==> src/rtl/mc_pkg.sv <==
// mc_pkg: shared state encodings, opcode/func constants and ALUop codes
// for the multi-cycle MIPS control unit.
package mc_pkg;

   typedef enum logic [3:0] {
      S_FETCH     = 4'd0,
      S_DECODE    = 4'd1,
      S_MEM_ADDR  = 4'd2,
      S_MEM_RD    = 4'd3,
      S_MEM_WB    = 4'd4,
      S_MEM_WR    = 4'd5,
      S_R_EXEC    = 4'd6,
      S_R_WB      = 4'd7,
      S_BRANCH    = 4'd8,
      S_JUMP      = 4'd9,
      S_ADDI_EXEC = 4'd10,
      S_ADDI_WB   = 4'd11
   } state_e;

   localparam logic [5:0] OP_RTYPE = 6'h00;
   localparam logic [5:0] OP_LW    = 6'h23;
   localparam logic [5:0] OP_SW    = 6'h2b;
   localparam logic [5:0] OP_BEQ   = 6'h04;
   localparam logic [5:0] OP_J     = 6'h02;
   localparam logic [5:0] OP_ADDI  = 6'h08;

   localparam logic [5:0] FN_ADD  = 6'h20;
   localparam logic [5:0] FN_ADDU = 6'h21;
   localparam logic [5:0] FN_AND  = 6'h24;
   localparam logic [5:0] FN_OR   = 6'h25;
   localparam logic [5:0] FN_SLT  = 6'h2a;
   localparam logic [5:0] FN_SLTU = 6'h2b;

   localparam logic [1:0] ALUOP_ADD  = 2'b00;
   localparam logic [1:0] ALUOP_SUB  = 2'b01;
   localparam logic [1:0] ALUOP_FUNC = 2'b10;

   function automatic logic op_ok(input logic [5:0] op);
      return op inside {OP_RTYPE, OP_LW, OP_SW, OP_BEQ, OP_J, OP_ADDI};
   endfunction

   function automatic logic func_ok(input logic [5:0] fn);
      return fn inside {FN_ADD, FN_ADDU, FN_AND, FN_OR, FN_SLT, FN_SLTU};
   endfunction

endpackage

==> src/rtl/mc_out_decode.sv <==
// mc_out_decode: combinational map from controller state (plus IR fields,
// zero flag, mem_ready and rst_n) to the datapath control strobes.
// Inputs : state_i, opcode_i, func_i, zero_i, mem_ready_i, rst_n_i
// Outputs: ALU/mux selects, memory/register strobes, PC enable, illegal pulse
module mc_out_decode
   import mc_pkg::*;
(
   input  logic [3:0] state_i,
   input  logic [5:0] opcode_i,
   input  logic [5:0] func_i,
   input  logic       zero_i,
   input  logic       mem_ready_i,
   input  logic       rst_n_i,
   output logic [1:0] alu_op_o,
   output logic       alu_src_a_o,
   output logic [1:0] alu_src_b_o,
   output logic       iord_o,
   output logic       mem_read_o,
   output logic       mem_write_o,
   output logic       ir_write_o,
   output logic       reg_dst_o,
   output logic       mem_to_reg_o,
   output logic       reg_write_o,
   output logic [1:0] pc_source_o,
   output logic       pc_en_o,
   output logic       illegal_o
);

   logic mem_write, ir_write, reg_write, pc_en, illegal;

   always_comb begin
      alu_op_o     = ALUOP_ADD;
      alu_src_a_o  = 1'b0;
      alu_src_b_o  = 2'b00;
      iord_o       = 1'b0;
      mem_read_o   = 1'b0;
      reg_dst_o    = 1'b0;
      mem_to_reg_o = 1'b0;
      pc_source_o  = 2'b00;
      mem_write    = 1'b0;
      ir_write     = 1'b0;
      reg_write    = 1'b0;
      pc_en        = 1'b0;
      illegal      = 1'b0;
      case (state_i)
         S_FETCH: begin
            mem_read_o  = 1'b1;
            alu_src_b_o = 2'b01;
            ir_write    = mem_ready_i;
            pc_en       = mem_ready_i;
         end
         S_DECODE: begin
            alu_src_b_o = 2'b11;
            illegal     = !op_ok(opcode_i);
         end
         S_MEM_ADDR: begin
            alu_src_a_o = 1'b1;
            alu_src_b_o = 2'b10;
         end
         S_MEM_RD: begin
            mem_read_o = 1'b1;
            iord_o     = 1'b1;
         end
         S_MEM_WB: begin
            reg_write    = 1'b1;
            mem_to_reg_o = 1'b1;
         end
         S_MEM_WR: begin
            mem_write = 1'b1;
            iord_o    = 1'b1;
         end
         S_R_EXEC: begin
            alu_src_a_o = 1'b1;
            alu_op_o    = ALUOP_FUNC;
         end
         S_R_WB: begin
            reg_dst_o = 1'b1;
            reg_write = func_ok(func_i);
            illegal   = !func_ok(func_i);
         end
         S_BRANCH: begin
            alu_src_a_o = 1'b1;
            alu_op_o    = ALUOP_SUB;
            pc_source_o = 2'b01;
            pc_en       = zero_i;
         end
         S_JUMP: begin
            pc_source_o = 2'b10;
            pc_en       = 1'b1;
         end
         S_ADDI_EXEC: begin
            alu_src_a_o = 1'b1;
            alu_src_b_o = 2'b10;
         end
         S_ADDI_WB: reg_write = 1'b1;
         default: illegal = 1'b1;
      endcase
   end

   // Side-effecting strobes are suppressed during reset so a reset cycle
   // can never corrupt memory, registers or the PC.
   assign mem_write_o = mem_write & rst_n_i;
   assign ir_write_o  = ir_write & rst_n_i;
   assign reg_write_o = reg_write & rst_n_i;
   assign pc_en_o     = pc_en & rst_n_i;
   assign illegal_o   = illegal & rst_n_i;

endmodule

==> src/rtl/multicycle_ctrl.sv <==
// multicycle_ctrl: multi-cycle MIPS control unit sequencing
// fetch/decode/execute/memory/writeback and counting retired instructions.
// Inputs : clk, rst_n (sync, active-low), opcode, func, zero, mem_ready
// Outputs: ALU/mux selects, memory/register strobes, PC control,
//          illegal pulse, state (debug), instr_cnt
module multicycle_ctrl
   import mc_pkg::*;
#(
   parameter int CNT_W = 32
) (
   input  logic             clk,
   input  logic             rst_n,
   input  logic [5:0]       opcode,
   input  logic [5:0]       func,
   input  logic             zero,
   input  logic             mem_ready,
   output logic [1:0]       ALUop,
   output logic             ALUSrcA,
   output logic [1:0]       ALUSrcB,
   output logic             IorD,
   output logic             MemRead,
   output logic             MemWrite,
   output logic             IRWrite,
   output logic             RegDst,
   output logic             MemtoReg,
   output logic             RegWrite,
   output logic [1:0]       PCSource,
   output logic             pc_en,
   output logic             illegal,
   output logic [3:0]       state,
   output logic [CNT_W-1:0] instr_cnt
);

   logic [3:0]       state_q, state_d;
   logic [CNT_W-1:0] cnt_q;
   logic             retire;

   always_comb begin
      state_d = S_FETCH;
      retire  = 1'b0;
      case (state_q)
         S_FETCH:     state_d = mem_ready ? S_DECODE : S_FETCH;
         S_DECODE:    state_d = opcode == OP_RTYPE                  ? S_R_EXEC    :
                                (opcode == OP_LW || opcode == OP_SW) ? S_MEM_ADDR  :
                                opcode == OP_BEQ                    ? S_BRANCH    :
                                opcode == OP_J                      ? S_JUMP      :
                                opcode == OP_ADDI                   ? S_ADDI_EXEC : S_FETCH;
         S_MEM_ADDR:  state_d = opcode == OP_LW ? S_MEM_RD : S_MEM_WR;
         S_MEM_RD:    state_d = mem_ready ? S_MEM_WB : S_MEM_RD;
         S_MEM_WB:    retire  = 1'b1;
         S_MEM_WR: begin
            state_d = mem_ready ? S_FETCH : S_MEM_WR;
            retire  = mem_ready;
         end
         S_R_EXEC:    state_d = S_R_WB;
         S_R_WB:      retire  = 1'b1;
         S_BRANCH:    retire  = 1'b1;
         S_JUMP:      retire  = 1'b1;
         S_ADDI_EXEC: state_d = S_ADDI_WB;
         S_ADDI_WB:   retire  = 1'b1;
         default:     state_d = S_FETCH;
      endcase
   end

   always_ff @(posedge clk) begin
      if (!rst_n) begin
         state_q <= S_FETCH;
         cnt_q   <= '0;
      end else begin
         state_q <= state_d;
         if (retire) cnt_q <= cnt_q + CNT_W'(1);
      end
   end

   mc_out_decode u_dec (
      .state_i      (state_q),
      .opcode_i     (opcode),
      .func_i       (func),
      .zero_i       (zero),
      .mem_ready_i  (mem_ready),
      .rst_n_i      (rst_n),
      .alu_op_o     (ALUop),
      .alu_src_a_o  (ALUSrcA),
      .alu_src_b_o  (ALUSrcB),
      .iord_o       (IorD),
      .mem_read_o   (MemRead),
      .mem_write_o  (MemWrite),
      .ir_write_o   (IRWrite),
      .reg_dst_o    (RegDst),
      .mem_to_reg_o (MemtoReg),
      .reg_write_o  (RegWrite),
      .pc_source_o  (PCSource),
      .pc_en_o      (pc_en),
      .illegal_o    (illegal)
   );

   assign state     = state_q;
   assign instr_cnt = cnt_q;

endmodule

==> config.mk <==
export PLATFORM = sky130hd
export DESIGN_NAME = multicycle_ctrl
export DESIGN_NICKNAME = d
export VERILOG_FILES = /design/src/rtl/mc_pkg.sv /design/src/rtl/mc_out_decode.sv /design/src/rtl/multicycle_ctrl.sv
export SDC_FILE = /design/constraint.sdc
export NUM_CORES = 1
export LEC_CHECK = 0
export ABC_AREA = 1
export BUFFER_PORTS_ARGS = -buffer_cell sky130_fd_sc_hd__buf_2
export CAP_MARGIN = 5
export CORE_MARGIN = 3
export CORE_UTILIZATION = 45
export DETAILED_ROUTE_END_ITERATION = 12
export PLACE_DENSITY_LB_ADDON = 0.15
export SETUP_SLACK_MARGIN = 0.05
export SLEW_MARGIN = 20
export SYNTH_ARGS = -nofsm -noshare
export SYNTH_HDL_FRONTEND = slang
export SYNTH_SLANG_ARGS = --single-unit
==> constraint.sdc <==
create_clock -name clk -period 2.19 [get_ports clk]
set_input_delay 0.5475 -clock clk [delete_from_list [all_inputs] [get_ports clk]]
set_output_delay 0.5475 -clock clk [all_outputs]
set_load 0.01 [all_outputs]
# Yosys cells after proc, flatten, opt, wreduce, memory -nomap -nowiden
# Index checks and enable logic that the tools add are counted.
# word_totals
ff_bits	36
in_bits	16
out_inout_bits	52
elab_cells	68
# classes
addsub	1
n_eq_ne	22
muxes	24
n_bitwise	5
reduce_logical	14
# ops
cell	count
== test 6 bit, second input constant	8
adder 32 x 1 -> 32 bit, second input constant	1
case mux 4 bit (7 select lines)	1
two-way mux 4 bit	5
== test 4 x 3 -> 1 bit, second input constant	4
== test 4 bit, second input constant	4
nonzero test 6 bit	2
OR reduction 10 bit	1
two-way mux 3 bit	3
== test 4 x 2 -> 1 bit, second input constant	2
two-way mux 1 bit	8
case mux 2 bit (2 select lines)	2
OR reduction 2 bit	4
== test 6 x 2 -> 1 bit, second input constant	1
== test 6 x 3 -> 1 bit, second input constant	1
== test 6 x 4 -> 1 bit, second input constant	1
zero test 6 bit	1
case mux 1 bit (3 select lines)	2
case mux 2 bit (3 select lines)	1
AND 1 bit	5
OR reduction 5 bit	1
== test 4 x 1 -> 1 bit, second input constant	1
zero test 4 bit	1
case mux 1 bit (2 select lines)	2
other kinds (3)	4

# Longest topological paths before layout
# Gate-level depths: netlist of the first run.
# depth
depth_word	7
depth_mapped	11
ltp_nobuf	10

# By module
# A second synthesis of the first run with hierarchy kept.
# hier_totals
hier_cells	452
area_unflattened_um2	2539.9
# by_module_without_submodules
module	instances	cells_each	area_each_um2	seq_area_each_um2
multicycle_ctrl	1	397	2278.4	720.7
mc_out_decode	1	55	261.5	0.0

# Least setup slack after synthesis of the first run
# Ideal clock, no wire load.
# synth_path
path_type	register to output
startpoint	register state_q[2] (netlist: state[2])
endpoint	output illegal
t_arrival_ps	1241
required_ps	1642
setup_slack_ps	401
path_stages_with_launch	7
n_path_buf	0
path_cell_list	dfxtp_1 inv_2 nor2_2 inv_1 nor2_1 a21oi_1 a21oi_1
# synth_between
elab_chain_cells	4
elab_cells_between_ends	15
classes_between	eq/ne: 11; mux: 1; bitwise: 1; reduce/logical: 2
# synth_rtl
element	line_no	text
start, declared	multicycle_ctrl.sv:34	logic [3:0] state_q, state_d;
start signal, assigned	multicycle_ctrl.sv:70	state_q <= state_d;
== test 4 x 2 -> 1 bit, or another cell as far along	mc_out_decode.sv:45	case (state_i)
OR reduction 10 bit (no line)	n/a	
case mux 1 bit (3 select lines) *	mc_out_decode.sv:45	
AND 1 bit *	mc_out_decode.sv:106	assign illegal_o = illegal & rst_n_i;
end, declared	multicycle_ctrl.sv:29	output logic illegal,
# Mark *: on every way between the ends. The rest lies on a longest branch, timed or not.

# Worst setup path after layout of the first run
# layout_path
startpoint	register state_q[2] (netlist: state[2])
endpoint	output RegWrite
# layout_between
elab_chain_cells	4
elab_cells_between_ends	6
classes_between	eq/ne: 3; mux: 1; bitwise: 1; reduce/logical: 1
# layout_rtl
element	line_no	text
== test 4 x 3 -> 1 bit / == test 4 bit (equally long branches)	mc_out_decode.sv:45	
OR reduction 2 bit (no line)	n/a	
case mux 1 bit (2 select lines) *	mc_out_decode.sv:45	
AND 1 bit *	mc_out_decode.sv:104	assign reg_write_o = reg_write & rst_n_i;
end, declared	multicycle_ctrl.sv:26	output logic RegWrite,
# Marks and branches as above.

==> out/metrics.yaml, run 1 <==
ios: 68
dieWidth_um: 79.7
route.detailed.drc: 0
yosys.area.top_type: "dfxtp_1"
first_iter_violations: 114
clock_sinks: 36
tightest_slew_ns: 0.575
syn_inst: 430
ys_top_cells_by_area: "dfxtp_1 (29%), nand2_1 (16%), nor2_1 (14%), inv_1 (10%), nand3_1 (7.2%)"
yosysSeqAreaShare_pct: 29.5
synth_top_family_by_area: "simple AND/OR/NAND/NOR gates"
yosys_register_bits: 36
core_area_sq_mm: 0.00517
nets: 512
synth_top_area_share_pct: 29.5
drive_gt1_share_pct: 19.0
grt_pass1_wl_um: 10800
post-synth-top-count-cell: "nand2_1"
die_y_um: 79.7
synth_fa_ha_area_share_pct: 0.512
initial_core_util_pct: 47.3
clkTransAtPathRegs_ns: 0.07
stdcell_count: 566
clockBufferDepth: 2
numCtsBuffers: 5
fin_setup_tns_ns: 0
final-max-slew-violation-count: 0
cp.depth: 7
fmax_ghz: 0.486
min_path_cells: 1
wl_per_cell_um: 11.1
grt_pass1_vias: 2449
r2r_cells: 9
dieArea_sq_mm: 0.00636
cp_max_fo: 6
hold_violations: 0
cts_tree: "done"
cap_violations: 0
antenna_found_initial: 0
grt-ovfl-total: 0
wl_um: 6280
place_inst: 557
period_needed_ns: 2.06
nFillCells: 559
cp-start-kind: "flop"
cp_num_buf_inv: 3
crit_family: "flip-flops"
synth_compound_area_share_pct: 9.00
path_common_cell: "nor2_2"
syn_avg_cell_area_sq_um: 5.69
gp_congestion: 0.828
clockRootBuffer: "clkbuf_8"
hpwl_um: 4650
yosysWarnings: 0
diodes: 0
synth_nets: 447
synth.distinct_cells: 25
grt_max_degree: 61
rsz0062_at_grt: "yes"
clock-skew-final_ns: 0.00622
crit_slowest_cell: "dfxtp_4"
clock_latency_ns: 0.29
synth-edff-count: 0
ys_async_sr_fraction_pct: 0
cts_hold_buf: 0
relSlewSlack_pct: 61.6
drtAntennaViolNets: 0
synth_simple_gate_area_share_pct: 46.4
area_delta_synth_final_pct: 19.5
yosys-top-cells-count: "nand2_1 (107), nor2_1 (91), inv_1 (68), dfxtp_1 (36), nand3_1 (35)"
cp_cell_sequence: "inv_2, nor2_2, inv_1, nor2_2, nand3_1, a31oi_1, buf_2"
final_util_pct: 56.5
core.rowCount: 26
cp-end-kind: "primary output"
setup_viol: 0
cp.arrival_ns: 1.51
vias: 2777
ir_worst_vdd_v: 0.000349
synthFlopType: "dfxtp_1"
cp_data_required_time_ns: 1.64
status: "finished clean"
netlist_area_sq_mm: 0.00245
finalCritPeriodShare_pct: 93.9
p_leak_nw: 1.36
track_usage_pct: 20.8
hold_class: "reg -> reg"
htree_levels: 2
synth-xor-area-share_pct: 0.716
synthMuxAreaShare_pct: 0
critical_path_class: "reg -> out"
via_per_inst: 4.91
portBuffers: 66
firstDrtPassIters: 4
cpPeakStageDelay_ns: 0.40
power_per_cell_area_mw_per_mm2: 426
==> through the flow <==
step / total power [mW] / area, sq um / setup slack (ns) / hold WS (ns)
final: 1.25 / 2920 / 0.133 / 0.521
after global routing: 1.30 / 2920 / 0.0138 / 0.555
after CTS: 1.26 / 2900 / 0.0801 / 0.523
after detailed placement: 0.763 / 2810 / 0.143 / 0.507
after global placement: 0.761 / 2810 / 0.155 / 0.475
after floorplan: 0.728 / 2450 / 0.401 / 0.500
==> cells by family (layout without fill, tap and decap cells) <==
family	count (synthesis)	count (layout)
simple gates	266	266
flops	36	36
xor+xnor	2	2
compound gates	42	42
buf+inv	83	149
fa+ha+maj	1	1
==> what timing repair did <==
action                                  in CTS  in global routing
setup buffers                                0                  1
endpoints found under the setup margin       2                  2
pin swaps                                    0                  1
gates resized for setup                      4                  5
hold endpoints to repair                     0                  0
==> registers in the layout, indices dropped and copies added (netlist names) <==
name and flops:
instr_cnt 32, state 4
==> routing by layer <==
| layer | GRT usage [%] | wire [um] | vias up |
|---|---|---|---|
| met4 | 6.70 | 78 | 0 |
| met3 | 3.27 | 302 | 7 |
| met1 | 26.9 | 2900 | 1245 |
| met2 | 35.0 | 3000 | 54 |
| li1 | - | - | 1471 |
| met5 | 0 | 0 | - |
==> worst paths after layout <==
path	startpoint	end	slack, ns
worst max register to register	state[1]	instr_cnt[12]	0.37
worst min-delay path	instr_cnt[0]	instr_cnt[0]	0.52
worst max-delay path	state[2]	RegWrite	0.13
worst min register to register	instr_cnt[0]	instr_cnt[0]	0.52
==> where the power goes <==
| part | switching [mW] | internal (mW) | leakage (nW) |
|---|---|---|---|
| Sequential | 0.00302 | 0.655 | 0.292 |
| Clock | 0.239 | 0.257 | 0.0455 |
| Combinational | 0.0577 | 0.0336 | 1.03 |
| Total | 0.300 | 0.946 | 1.36 |
==> area by class of cell <==
class	count	area, sq um	share of cell area [%]
clock buffers	8	90.1	3.08
inverters	73	275	9.42
multi-input cells	311	1400	47.8
flip-flops and latches	36	727	24.9
well taps	70	87.6	3.00
repair buffers	68	345	11.8
==> cell usage in the layout (no fill, tap or decap) <==
master    netlist  layout
nand3_1        35      35
nor2_2          6       8
dfxtp_1        36      33
clkinv_2        1       1
o22ai_1         1       1
a21oi_1        25      25
nand2_4         1       1
o21ai_0        12      12
o211ai_1        3       3
nand2_1       107     107
nand4_1        16      16
inv_2           3       4
buf_2           1      66
clkbuf_8        0       6
ha_1            1       1
xnor2_1         2       2
nor2_1         91      88
buf_4           3       2
nor2_4          2       3
dfxtp_2         0       2
inv_1          68      67
nand3b_1        2       2
a31oi_1         1       1
clkinv_1        1       1
nor3_1          6       6
clkbuf_1        4       2
dfxtp_4         0       1
(Power assumes the default switching activity.)
==> inputs of run 2 (changes only) <==
RECOVER_POWER = 50   (was not set)
clock period = 1.8 ns   (was 2.19 ns; I/O delays follow)
==> out/metrics.yaml, run 2 (synthesis results as in run 1) <==
gp_congestion: 0.821  # -0.91%
wl_per_cell_um: 11.6  # +4.3%
track_usage_pct: 21.9  # +1.2 points
regArea_sq_um: 736  # +1.2%
hold_class: "reg -> reg"
dieWidth_um: 79.7  # unchanged
crit-reg2reg-launch: "state[0]"
initial_core_util_pct: 47.3  # unchanged
cp.arrival_ns: 1.42  # -0.09 ns
grt_pass1_vias: 2556  # +4.4%
htree_levels: 2  # unchanged
hpwl_um: 4920  # +5.7%
final-max-slew-violation-count: 0  # unchanged
clockBufferDepth: 2  # unchanged
diodes: 0  # unchanged
cp_max_fo: 3  # -3
m1WireLength_um: 2950  # +1.7%
clockRootBuffer: "clkbuf_8"
fmax_ghz: 0.534
met3_length_um: 380  # +26%
grt-ovfl-total: 0  # unchanged
min_from: "instr_cnt[0]"
numCtsBuffers: 5  # unchanged
grt_max_degree: 29  # -52%
cp-startpoint: "opcode[4]"
ir_worst_vdd_v: 0.000404  # +16%
clkTransAtPathRegs_ns: 0.08  # about the same
via_per_inst: 4.94  # +0.67%
cp-start-kind: "input pin"
dieArea_sq_mm: 0.00636  # unchanged
antenna_found_initial: 0  # unchanged
grt_pass1_wl_um: 11300  # +5.1%
rsz0062_at_grt: "yes"
firstDrtPassIters: 4  # unchanged
setup_ws_ns: -0.0715  # -0.205 ns
final_common_cell: "nand2_1"
total_power_mw: 1.53  # +23%
cp_data_required_time_ns: 1.35  # -0.29 ns
cp-end-kind: "primary output"
clock_latency_ns: 0.29  # about the same
wl_met2_um: 3470  # +16%
setup_viol: 3  # +3
finalCritPeriodShare_pct: 104
p_leak_nw: 1.52  # +12%
route.detailed.drc: 0  # unchanged
core.rowCount: 26  # unchanged
power_per_cell_area_mw_per_mm2: 470  # +10%
mostFrequentLayoutCells: "nand2_1 (106), nor2_1 (83), buf_2 (66)"
vias: 2929  # +5.5%
relSlewSlack_pct: 73.6  # +12 points
portBuffers: 66  # unchanged
largest_register_ffs: 32  # unchanged
nets: 539  # +5.3%
status: "complete, but fails checks"
clock-skew-final_ns: 0.0101  # +0.00393 ns
critical_path_class: "in -> out"
hold_violations: 0  # unchanged
drive_gt1_share_pct: 26.6  # +7.6 points
wl_um: 6860  # +9.3%
core_area_sq_mm: 0.00517  # unchanged
period_needed_ns: 1.87
place_ws_ns: -0.0236  # -0.166 ns
drtAntennaViolNets: 0  # unchanged
nFillCells: 500  # -11%
violations: "negative setup slack"
ios: 68  # unchanged
cap_violations: 0  # unchanged
multi_input_comb_area_sq_mm: 0.00148  # +6.2%
cts_tree: "done"
area_delta_synth_final_pct: 33.2
tightest_slew_ns: 0.395  # -0.180 ns
die_y_um: 79.7  # unchanged
first_iter_violations: 150  # +32%
top_layer_used: "met4"
clock_sinks: 36  # unchanged
-- run 2: changes by cell type in the layout (fill, tap and decap cells not counted), moves of 3 or more --
cell / delta
buf_4: +20
inv_1: -5
dfxtp_4: +3
o21ai_0: -6
nor2_4: +5
o21ai_1: +5
nor2_1: -5
nand3_2: +4
nand3_1: -4
buf_12: +3
inv_2: +3
-- run 2: worst paths after layout --
| check | endpoint | slack [ns] | cells after the start |
|---|---|---|---|
| worst max-delay path | illegal | -0.07 | 10 |
| worst min-delay path | instr_cnt[0] | 0.50 | 1 |
| worst max register to register | instr_cnt[12] | 0.14 | 10 |
| worst min register to register | instr_cnt[0] | 0.50 | 1 |
-- run 2: cell type report --
| cell class | count | share of cell area (%) |
|---|---|---|
| Multi-Input combinational cell | 312 | 45.5 |
| Sequential cell | 36 | 22.6 |
| Timing Repair Buffer | 94 | 17.9 |
| Inverter | 73 | 8.60 |
| Clock buffer | 8 | 2.76 |
| Tap cell | 70 | 2.69 |
-- run 2: stage by stage --
step	cells	hold slack, ns	setup TNS [ns]	area [sq um]	util [%]
after floorplan	430	0.500	0	2450	-
after global placement	569	0.475	-0.0170	2920	56.5
after detailed placement	569	0.497	-0.0236	2920	56.5
after CTS	585	0.513	-0.107	3120	60.4
after global routing	593	0.552	-0.564	3260	63.0
final	593	0.504	-0.144	3260	63.0
-- run 2: per-layer routing --
layer	up-vias	track usage, %
met3	7	4.18
met2	71	38.5
met5	-	0
li1	1530	-
met4	0	6.36
met1	1321	27.0
-- run 2: critical path, cell delays in order --
cell	delay (ns)
buf_2	0.09
inv_1	0.03
nand2_1	0.11
inv_1	0.07
nand3_1	0.10
nand2_1	0.05
nor2_1	0.12
nand2_1	0.10
a21oi_1	0.14
buf_2	0.15
-- run 2: what timing repair did --
action                     CTS  global route
buffers inserted             8             7
cloned                       0             1
setup endpoints to repair   10            32
hold buffers                 0             0
pin swaps                    5             8
gates resized for setup     19            29
-- run 2: power breakdown --
part           leakage, nW  total (mW)  switching (mW)  internal (mW)
Clock               0.0455       0.597           0.284          0.312
Sequential           0.293       0.798         0.00463          0.794
Combinational         1.18       0.138          0.0789         0.0588
==> inputs of run 3 (changes only) <==
--- a/constraint.sdc
+++ b/constraint.sdc
@@ -3,2 +3,2 @@
 set_output_delay 0.45 -clock clk [all_outputs]
-set_load 0.01 [all_outputs]
+set_load 0.1 [all_outputs]
==> out/metrics.yaml, run 3 (synthesis results as in run 1) <==
diodes: 0  # unchanged
initial_core_util_pct: 47.3  # unchanged
clkTransAtPathRegs_ns: 0.09  # about the same
route.detailed.drc: 0  # unchanged
place_inst: 575  # +1.1%
dieWidth_um: 79.7  # unchanged
multi_input_comb_area_sq_mm: 0.00163  # +9.6%
setup_viol: 25  # +22
hold_ws_ns: 0.462  # -0.0420 ns
core_area_sq_mm: 0.00517  # unchanged
status: "complete, but fails checks"
swShare_pct: 28.1  # +4.1 points
cp_data_required_time_ns: 1.35  # about the same
ir_worst_vdd_v: 0.000421  # +4.2%
cp-end-kind: "primary output"
portBuffers: 66  # unchanged
clockRootBuffer: "clkbuf_8"
setup_ws_ns: -0.280  # -0.208 ns
mostFrequentLayoutCells: "nand2_1 (101), nor2_1 (76), inv_1 (60)"
largest_register_ffs: 32  # unchanged
htree_levels: 2  # unchanged
clkPwrFrac_pct: 40.1  # +1.2 points
cap_violations: 0  # unchanged
wl_um: 8900  # +30%
final_area_sq_mm: 0.00391  # +20%
crit_family: "flip-flops"
violations: "negative setup slack"
cp-start-kind: "flop"
antenna_found_initial: 0  # unchanged
total_power_mw: 1.83  # +19%
cp.arrival_ns: 1.63  # +0.21 ns
combPwrFrac_pct: 16.4  # +7.4 points
grt_pass1_vias: 3040  # +19%
vias: 3272  # +12%
period_needed_ns: 2.08  # +0.208 ns
cp_num_buf_inv: 3  # -1
seqPwrFrac_pct: 43.5  # -8.6 points
cp_max_fo: 5  # +2
crit_slowest_cell: "dfxtp_4"
cpPeakStageDelay_ns: 0.42  # +0.27 ns
nets: 558  # +3.5%
first_iter_violations: 238  # +59%
final_util_pct: 75.5  # +13 points
grt_max_degree: 37  # +28%
power_per_cell_area_mw_per_mm2: 468  # -0.43%
gp_congestion: 0.876  # +6.7%
clockBufferDepth: 2  # unchanged
area_delta_synth_final_pct: 59.7
grt_pass1_wl_um: 13000  # +15%
track_usage_pct: 25.5  # +3.6 points
critical_path_class: "reg -> out"
numCtsBuffers: 5  # unchanged
final-max-slew-violation-count: 0  # unchanged
hold_class: "reg -> reg"
final_common_cell: "nand2_1"
regArea_sq_um: 778  # +5.8%
core.rowCount: 26  # unchanged
clock_latency_ns: 0.30  # about the same
cp_cell_sequence: "inv_4, nor2_4, inv_4, nor2_4, nand3_2, a31oi_4, buf_12"
stdcell_count: 612  # +3.2%
via_per_inst: 5.35  # +8.2%
firstDrtPassIters: 5  # +1
tightest_slew_ns: 0.551  # +0.156 ns
finalCritPeriodShare_pct: 116  # +12 points
placed_cell_area_sq_mm: 0.00341  # +17%
fmax_ghz: 0.481  # -10%
drtAntennaViolNets: 0  # unchanged
drive_gt1_share_pct: 38.4  # +12 points
wl_per_cell_um: 14.5  # +26%
rsz0062_at_grt: "yes"
die_y_um: 79.7  # unchanged
dieArea_sq_mm: 0.00636  # unchanged
hpwl_um: 5420  # +10%
grt-ovfl-total: 0  # unchanged
ios: 68  # unchanged
clock_sinks: 36  # unchanged
hold_violations: 0  # unchanged
relSlewSlack_pct: 63.4  # -10 points
cts_tree: "done"
p_int_mw: 1.32  # +13%
switching_power_mw: 0.514  # +40%
nFillCells: 374  # -25%
p_leak_nw: 1.69  # +11%
clock-skew-final_ns: 0.0173  # +0.00720 ns
-- run 3: metrics by stage --
step | TNS [ns] | setup WS (ns)
2_1_floorplan | -4.02 | -0.794
3_3_place_gp | -0.188 | -0.115
3_5_place_dp | -0.255 | -0.143
4_1_cts | -0.869 | -0.179
5_1_grt | -4.19 | -0.319
6_report | -2.04 | -0.280
-- run 3: final timing paths --
check               startpoint       endpoint  slack [ns]  depth (start not counted)
hold reg to reg   instr_cnt[0]   instr_cnt[0]        0.46                          1
hold / removal    instr_cnt[0]   instr_cnt[0]        0.46                          1
setup / recovery      state[2]       RegWrite       -0.28                          7
setup reg to reg      state[2]  instr_cnt[20]       -0.08                         12
-- run 3: layout make-up --
type,instances,area share (%)
clock buffers,6,1.86
inverters,73,7.46
well taps,70,2.24
flip-flops and latches,36,19.9
repair buffers,114,26.0
multi-input cells,311,41.6
clock inverters,2,0.897
-- run 3: power groups by stage --
stage | logic (mW) | registers, mW | clock network [mW]
floorplan | 0.140 | 0.830 | 0
global placement | 0.247 | 0.813 | 0
detailed placement | 0.253 | 0.813 | 0
CTS | 0.277 | 0.796 | 0.726
global route | 0.317 | 0.796 | 0.765
finish | 0.299 | 0.796 | 0.734
-- run 3: what timing repair did --
item                                    in CTS  in global routing
resized for setup                           28                 23
hold buffers                                 0                  0
endpoints found under the setup margin      14                 37
cloned                                       0                  2
buffers inserted                            18                 15
pin swaps                                   14                 13
-- run 3: metal layers --
metal  global-route usage [%]  vias to the layer above  routed length [um]
met4                     12.4                        0                 465
met1                     28.4                     1492                3350
li1                         -                     1566                   -
met5                        0                        -                   0
met2                     46.7                      166                4430
met3                     3.84                       48                 656
